--- src/rtl/vending_return_sequencer_pkg.sv ---
// Shared vending definitions: coin table, balance width and change-path FSM encoding.
package vending_return_sequencer_pkg;

    localparam int kNumCoins  = 3;
    localparam int kNumItems  = 4;
    localparam int kTotalBits = 16;

    // Ascending order: index 0 is the smallest denomination.
    localparam logic [kTotalBits-1:0] kCoinValue [kNumCoins] = '{16'd100, 16'd500, 16'd1000};
    localparam logic [kTotalBits-1:0] kMinCoinValue = 16'd100;

    typedef enum logic [1:0] {
        ST_IDLE   = 2'd0,
        ST_ACTIVE = 2'd1,
        ST_RETURN = 2'd2
    } ret_state_e;

endpackage

--- src/rtl/vending_return_sequencer_coin_picker.sv ---
// Greedy change selector: largest coin that fits in the balance, one-hot plus its value.
// Latency: combinational.
// Backpressure: none; zero coin/value when the balance is below the smallest coin.
module change_coin_picker
    import vending_return_sequencer_pkg::*;
(
    input  logic [kTotalBits-1:0] i_total,
    output logic [kNumCoins-1:0]  o_coin,
    output logic [kTotalBits-1:0] o_value
);

    // Ascending scan, so the last coin that fits (the largest) wins and the result stays one-hot.
    always_comb begin
        o_coin  = '0;
        o_value = '0;
        for (int k = 0; k < kNumCoins; k++) begin
            if (i_total >= kCoinValue[k]) begin
                o_coin    = '0;
                o_coin[k] = 1'b1;
                o_value   = kCoinValue[k];
            end
        end
    end

endmodule

--- src/rtl/vending_return_sequencer.sv ---
// Change-path control: inactivity timer plus IDLE/ACTIVE/RETURN FSM returning one coin per cycle.
// Latency: trigger or timer expiry -> RETURN next cycle; n coins over n cycles, IDLE two cycles later.
// Backpressure: none; the output stage must apply o_total_dec every cycle it is nonzero.
module vending_return_sequencer
    import vending_return_sequencer_pkg::*;
#(
    parameter int WAIT_TIME = 100,
    parameter int WAIT_W    = 8
) (
    input  logic                  clk,
    input  logic                  reset_n,
    input  logic [kNumCoins-1:0]  i_input_coin,
    input  logic [kNumItems-1:0]  i_select_item,
    input  logic                  i_item_dispensed,
    input  logic                  i_trigger_return,
    input  logic [kTotalBits-1:0] i_current_total,
    output logic                  o_return_changes,
    output logic [kNumCoins-1:0]  o_return_coin,
    output logic [kTotalBits-1:0] o_total_dec,
    output logic [WAIT_W-1:0]     o_wait_time,
    output logic                  o_busy
);

    localparam logic [WAIT_W-1:0] kWaitLoad = WAIT_W'(WAIT_TIME);

    ret_state_e              state_q, state_d;
    logic [WAIT_W-1:0]       timer_q, timer_d;
    logic                    activity;
    logic                    has_change;
    logic                    in_return;
    logic [kNumCoins-1:0]    pick_coin;
    logic [kTotalBits-1:0]   pick_value;
    logic                    unused_select;

    // Item selection only matters once the output stage reports a dispense.
    assign unused_select = ^i_select_item;

    assign activity   = (|i_input_coin) | i_item_dispensed;
    assign has_change = (i_current_total >= kMinCoinValue);
    assign in_return  = (state_q == ST_RETURN);

    change_coin_picker u_picker (
        .i_total (i_current_total),
        .o_coin  (pick_coin),
        .o_value (pick_value)
    );

    always_comb begin
        state_d = state_q;
        timer_d = timer_q;
        unique case (state_q)
            ST_IDLE: begin
                if (i_trigger_return && has_change) begin
                    state_d = ST_RETURN;
                    timer_d = '0;
                end else if (activity) begin
                    state_d = ST_ACTIVE;
                    timer_d = kWaitLoad;
                end
            end
            ST_ACTIVE: begin
                // A coin arriving with the trigger is still banked by the datapath; the trigger wins here.
                if (i_trigger_return) begin
                    state_d = ST_RETURN;
                    timer_d = '0;
                end else if (activity) begin
                    timer_d = kWaitLoad;
                end else if (timer_q == '0) begin
                    state_d = ST_RETURN;
                end else begin
                    timer_d = timer_q - 1'b1;
                end
            end
            ST_RETURN: begin
                timer_d = '0;
                if (!has_change) begin
                    state_d = ST_IDLE;
                end
            end
            default: begin
                state_d = ST_IDLE;
                timer_d = '0;
            end
        endcase
    end

    always_ff @(posedge clk or negedge reset_n) begin
        if (!reset_n) begin
            state_q <= ST_IDLE;
            timer_q <= '0;
        end else begin
            state_q <= state_d;
            timer_q <= timer_d;
        end
    end

    // Coin outputs are gated by the registered state, so reset clears them without a clock edge.
    assign o_return_changes = in_return;
    assign o_return_coin    = in_return ? pick_coin  : '0;
    assign o_total_dec      = in_return ? pick_value : '0;
    assign o_wait_time      = timer_q;
    assign o_busy           = (state_q != ST_IDLE);

endmodule

--- config.mk ---
export PLATFORM = sky130hd
export DESIGN_NAME = vending_return_sequencer
export DESIGN_NICKNAME = d
export VERILOG_FILES = /design/src/rtl/vending_return_sequencer_pkg.sv /design/src/rtl/vending_return_sequencer_coin_picker.sv /design/src/rtl/vending_return_sequencer.sv
export SDC_FILE = /design/constraint.sdc
export NUM_CORES = 1
export LEC_CHECK = 0
export ABC_AREA = 1
export CORE_MARGIN = 2
export CORE_UTILIZATION = 41
export DETAILED_ROUTE_END_ITERATION = 6
export HOLD_SLACK_MARGIN = 0.12
export PLACE_DENSITY = 0.94
export SYNTH_ARGS = -nofsm -noshare
export SYNTH_HDL_FRONTEND = slang
export SYNTH_SLANG_ARGS = --single-unit
--- constraint.sdc ---
create_clock -name clk -period 4.2 [get_ports clk]
set_input_delay 0.63 -clock clk [delete_from_list [all_inputs] [get_ports clk]]
set_output_delay 0.63 -clock clk [all_outputs]
set_load 0.005 [all_outputs]
# [Yosys cells after proc, flatten, opt, wreduce, memory -nomap -nowiden]
# Cells that the tools add are included.
# W data, S select, Z words.
[op_classes] bitwise_logic=1 n_mux=21 order_cmp=3 n_reduce_logical=7 addsub=1 eq_ne=7
[ops] op="$mux W8" count=5
[ops] op="$ge A16 B10 Y1 const B" count=1
[ops] op="$ge A16 B7 Y1 const B" count=1
[ops] op="$ge A16 B9 Y1 const B" count=1
[ops] op="$mux W16" count=1
[ops] op="$pmux W8 S2" count=1
[ops] op="$mux W2" count=7
[ops] op="$mux W10" count=1
[ops] op="$mux W9" count=1
[ops] op="$ne A3 B3 Y1 const B" count=3
[ops] op="$logic_not A8 Y1" count=1
[ops] op="$sub A8 B1 Y8 const B" count=1
[ops] op="$mux W7" count=1
[ops] op="$mux W3" count=2
[ops] op="$pmux W2 S3" count=1
[ops] op="$ne A4 B4 Y1 const B" count=1
[ops] op="$reduce_and A4 Y1" count=1
[ops] op="$reduce_or A3 Y1" count=1
[ops] op="$eq A2 B1 Y1 const B" count=1
[ops] op="$eq A2 B2 Y1 const B" count=1
[ops] op="$logic_not A2 Y1" count=1
[ops] op="$ne A2 B2 Y1 const B" count=1
[ops] op="$reduce_and A2 Y1" count=1
[ops] op="$reduce_bool A2 Y1" count=1
[ops] op="other kinds (3)" count=3
[totals] regBits=10 elab_cells=42

# [Longest topological paths before layout]
[logic_depth] depth_word=5 depth_mapped=10

# [Hierarchy]
# A second synthesis with hierarchy kept.
[hier_totals] hier_cells=188 area_unflattened_um2=1131.1
[by_module_without_submodules] module="vending_return_sequencer" area_each_um2=885.8 cells_each=143 seq_area_each_um2=250.2 n_inst=1
[by_module_without_submodules] module="change_coin_picker" area_each_um2=245.2 cells_each=45 seq_area_each_um2=0.0 n_inst=1

# [Worst setup path after synthesis]
# Ideal clock, no wire load.
[synth_path] kind="input port to output port" start="input port i_current_total[11]" end="output port o_total_dec[4]" n_path_buf=1 path_stages=7 t_arrival_ns=1.521 path_slack_ns=2.049 path_cell_list="nor2_1 -> nand2_1 -> or3_1 -> nand2_1 -> inv_1 -> nor2_1 -> buf_4"
[synth_between] elab_chain_cells=4 elab_cells_between_ends=5 classes_between="2 x order compare; 3 x mux"
[synth_rtl] item="from (decl)" line="vending_return_sequencer.sv:16" text="input logic [kTotalBits-1:0] i_current_total,"
[synth_rtl] item="$ge A16 B9 Y1" line="vending_return_sequencer_coin_picker.sv:17" text="if (i_total >= kCoinValue[k]) begin"
[synth_rtl] item="$mux W9" line="vending_return_sequencer_coin_picker.sv:17"
[synth_rtl] item="$mux W10 (*)" line="vending_return_sequencer_coin_picker.sv:17"
[synth_rtl] item="$mux W16 (*)" line="vending_return_sequencer.sv:100" text="assign o_total_dec = in_return ? pick_value : '0;"
[synth_rtl] item="to (decl)" line="vending_return_sequencer.sv:19" text="output logic [kTotalBits-1:0] o_total_dec,"
# Every way passes the cells marked *; elsewhere a longest branch is shown, timed or not.

# [Worst setup path after layout]
[layout_path] start="input port i_current_total[4]" end="output port o_return_coin[1]"
[layout_between] elab_chain_cells=4 elab_cells_between_ends=5 classes_between="2 x order compare; 3 x mux"
[layout_rtl] item="$ge A16 B9 Y1" line="vending_return_sequencer_coin_picker.sv:17"
[layout_rtl] item="$mux W2" line="vending_return_sequencer_coin_picker.sv:17"
[layout_rtl] item="$mux W3 (*)" line="vending_return_sequencer_coin_picker.sv:17"
[layout_rtl] item="$mux W3 (*)" line="vending_return_sequencer.sv:99" text="assign o_return_coin = in_return ? pick_coin : '0;"
[layout_rtl] item="to (decl)" line="vending_return_sequencer.sv:18" text="output logic [kNumCoins-1:0] o_return_coin,"
# Marked as above.

==> impl_summary.log <==
[metrics] area share of the largest cell type after synthesis: approximately 25%
[metrics] unrepaired setup endpoints after global routing: false
[metrics] Required @ worst endpoint: 3.57 ns
[metrics] post-detailed-route via-to-cell ratio: 4.54
[metrics] part of the cycle the worst path needs: 71.7%
[metrics] total congestion overflow after global routing: 0
[metrics] cell seen most often among critical-path stages: sky130_fd_sc_hd__clkdlybuf4s50_1
[metrics] status: finished clean
[metrics] number of nets in the final layout: 234
[metrics] number of buffers on the longest clock path: 2
[metrics] proportion of layout cells with a drive suffix above 1: under 10%
[metrics] largest vdd supply drop: 267 µV
[metrics] effective utilization at floorplan: 44.2%
[metrics] clock insertion delay at the later pin of the skew report: approximately 0.25 ns
[metrics] vias in the first global route: 937
[metrics] biggest fanout along the worst timing path: 3
[metrics] Sum Neg Setup Slack: 0 ns
[metrics] clock root buffer: sky130_fd_sc_hd__clkbuf_4
[metrics] final cell area excluding filler cells: 1390 µm²
[metrics] share of synthesized flip-flops with an asynchronous set or reset: 100%
[metrics] number of buffer and inverter instances along the worst setup path: 3
[metrics] max-cap violations: 0
[metrics] Max Clock Freq: 0.332 GHz
[metrics] Wirelength per Cell: ~9.7 µm
[metrics] warnings from Yosys: 0
[metrics] cell types with the largest area share after synthesis: sky130_fd_sc_hd__dfrtp_1, sky130_fd_sc_hd__nand2_1, sky130_fd_sc_hd__nand3_1
[metrics] Max stage delay cell, worst path: sky130_fd_sc_hd__clkdlybuf4s50_1
[metrics] Main synth FF type: sky130_fd_sc_hd__dfrtp_1
[metrics] total setup violations reported at the end of the flow: 0
[metrics] arrival time worst endpoint: roughly 2.4 ns
[metrics] critical path endpoint category: output pin
[metrics] most used standard cell by instance count after synthesis: sky130_fd_sc_hd__nand2_1
[metrics] number of resized instances in the post-cts repair step: 0
[metrics] placer's final routability congestion estimate: 0.868
[metrics] library cells used by synthesis: 19
[metrics] Met3 Routed Length: 112 µm
[metrics] count of hold-fix buffers inserted at cts: 0
[metrics] antenna viol nets, final: 0
[metrics] pin count of the biggest net entering global routing: 12
[metrics] leak pwr: 0.725 nW
[metrics] number of synthesized flops with an enable pin: 0
[metrics] area of placed instances: 1360 µm²
[metrics] Post-CTS Setup Inserts: 0
[metrics] count of buffers from port buffering: 41
[metrics] type of the worst setup path: in2out
[metrics] Die Width: roughly 53 µm
[metrics] cell types with the highest counts after synthesis: sky130_fd_sc_hd__nand2_1, sky130_fd_sc_hd__nand3_1, sky130_fd_sc_hd__inv_1, sky130_fd_sc_hd__nor2_1, sky130_fd_sc_hd__buf_4
[metrics] Setup Slack @ Placement: 1.17 ns
[metrics] total power per unit cell area: 403 nW/µm²
[metrics] share of the core filled with cells: 61.5%
[metrics] number of endpoints with negative hold slack in the final report: 0
[metrics] critical path cell sequence: clkdlybuf4s50_1, nand3_1, or3_1, nand2_1, inv_1, nor2_1, clkdlybuf4s50_1
[metrics] number of remaining DRC errors: 0
[metrics] number of iterations in the first detailed-routing pass: 4
[metrics] filler cell count in the final layout: 201
[metrics] area growth from synthesis to final layout: 39.0%
[metrics] number of placed cells counting well taps: 228
[metrics] sum of routed wire segments on met1: 1.02 mm
[metrics] height of the die: 53.3 µm
[metrics] area of the mapped netlist: 997 µm²
[metrics] total track usage: 18.0%
[metrics] clock sink total: 10
[metrics] family of cells with the greatest summed delay on the critical path: buffers and inverters
[metrics] count of boundary I/O pins: 56
[metrics] clock period minus final worst setup slack: 3.01 ns
[metrics] H-tree depth: 1
[metrics] Site Rows: 17
[metrics] Clk pin slew, worst setup/hold paths: 0.05 ns
[metrics] number of DRC markers after the initial detailed-route iteration: 16
[metrics] total via count after detailed routing: 1048
[metrics] Hold Crit Class: reg2reg
[metrics] sequential share of the synthesized area: 25.1%
[metrics] wire length after detailed routing: ~2.2 mm
[metrics] uppermost layer routed: met4
[metrics] number of antenna violations at the first check in global routing: 0
[metrics] number of cells produced by synthesis: 166
[metrics] FF+latch count, synth: 10
[metrics] wire length on met2: 1.10 mm
[metrics] filler-free cell count of the finished design: 231
[metrics] core area: 2250 µm²
[metrics] total die area: 2840 µm²
[metrics] TritonCTS clock tree: built
[metrics] Crit path largest cell delay: 0.52 ns
[metrics] largest area contributor in the netlist: sky130_fd_sc_hd__dfrtp_1
[metrics] TritonCTS Buffers: 3
[metrics] Mapped Avg Cell Area: around 6.0 µm²
[metrics] maximum clock skew at final layout: around 0.0014 ns
[metrics] placed wire-length estimate after detailed placement: 1.98 mm
[metrics] wire length of the first global-routing pass: roughly 3.8 mm
[metrics] final count of pins violating max slew: 0
[metrics] post-layout worst setup margin: 1.19 ns
[metrics] kind of launch point of the worst setup path: input pin
[metrics] # diodes: 0
[metal layers]
| layer | track usage, % | vias up |
|---|---|---|
| met5 | 0 | - |
| met4 | 7.69 | 0 |
| met3 | 1.41 | 2 |
| met2 | 31.3 | 25 |
| met1 | 22.6 | 448 |
| li1 | - | 573 |
[metrics by stage]
stage	hold WS, ns	total power (W)
6_report	0.511	0.000559
5_1_grt	0.532	0.000615
4_1_cts	0.512	0.000565
3_5_place_dp	0.501	0.000505
3_3_place_gp	0.499	0.000498
2_1_floorplan	0.334	0.000356
[registers in the layout, indices dropped and copies added (netlist names)]
signal / cells
o_wait_time: 8
state_q: 2
[kinds of logic after synthesis]
| kind of cell | count (synthesis) | share of synthesized area, % |
|---|---|---|
| flip-flops | 10 | 25.1 |
| adder cells (fa/ha/maj) | 2 | 2.51 |
| buffers and inverters | 37 | 19.2 |
| AO/OA/AOI/OAI | 3 | 1.51 |
| other | 1 | 0.376 |
| AND/OR/NAND/NOR | 113 | 51.3 |
[cell type report]
cell class	instances	area [µm²]	share of cell area, %
tap	28	35.0	2.53
clock buffer	3	22.5	1.62
inverter	23	86.3	6.23
sequential	10	250	18.1
multi-input combinational	126	582	42.0
timing repair buffer	41	410	29.6
[worst min-delay path, delay by kind of cell (launching register included)]
kind	cells	cell delay [ns]
AND/OR/NAND/NOR	2	0.11
flip-flops	1	0.37
[final timing paths]
check,start,slack (ns),depth (start not counted),end
worst min register to register,o_wait_time[1],0.51,2,o_wait_time[1]
worst max-delay path,i_current_total[4],1.19,7,o_return_coin[1]
max in group asynchronous,reset_n,3.25,1,state_q[0]
worst max register to register,o_wait_time[0],2.47,7,o_wait_time[0]
worst min-delay path,o_wait_time[1],0.51,2,o_wait_time[1]
min in group asynchronous,reset_n,0.67,1,o_wait_time[1]
[layout by cell type (no fill, tap or decap)]
master,instances
sky130_fd_sc_hd__a21oi_1,1
sky130_fd_sc_hd__clkbuf_4,3
sky130_fd_sc_hd__clkdlybuf4s50_1,41
sky130_fd_sc_hd__conb_1,8
sky130_fd_sc_hd__dfrtp_1,10
sky130_fd_sc_hd__ha_1,2
sky130_fd_sc_hd__inv_1,23
sky130_fd_sc_hd__nand2_1,52
sky130_fd_sc_hd__nand2_2,1
sky130_fd_sc_hd__nand3_1,26
sky130_fd_sc_hd__nand4_1,2
sky130_fd_sc_hd__nand4_4,1
sky130_fd_sc_hd__nor2_1,23
sky130_fd_sc_hd__nor3_1,3
sky130_fd_sc_hd__nor3b_1,1
sky130_fd_sc_hd__nor3b_4,1
sky130_fd_sc_hd__nor4_1,1
sky130_fd_sc_hd__o21ai_0,2
sky130_fd_sc_hd__or2_2,1
sky130_fd_sc_hd__or3_1,1
[power breakdown]
group	switching (W)	internal [W]	total, W	leakage [nW]
registers	0.0000239	0.000121	0.000145	0.133
clock network	0.0000252	0.0000326	0.0000578	0.0138
logic	0.000178	0.000179	0.000357	0.578
No activity file was read; power rests on OpenSTA's default activity.
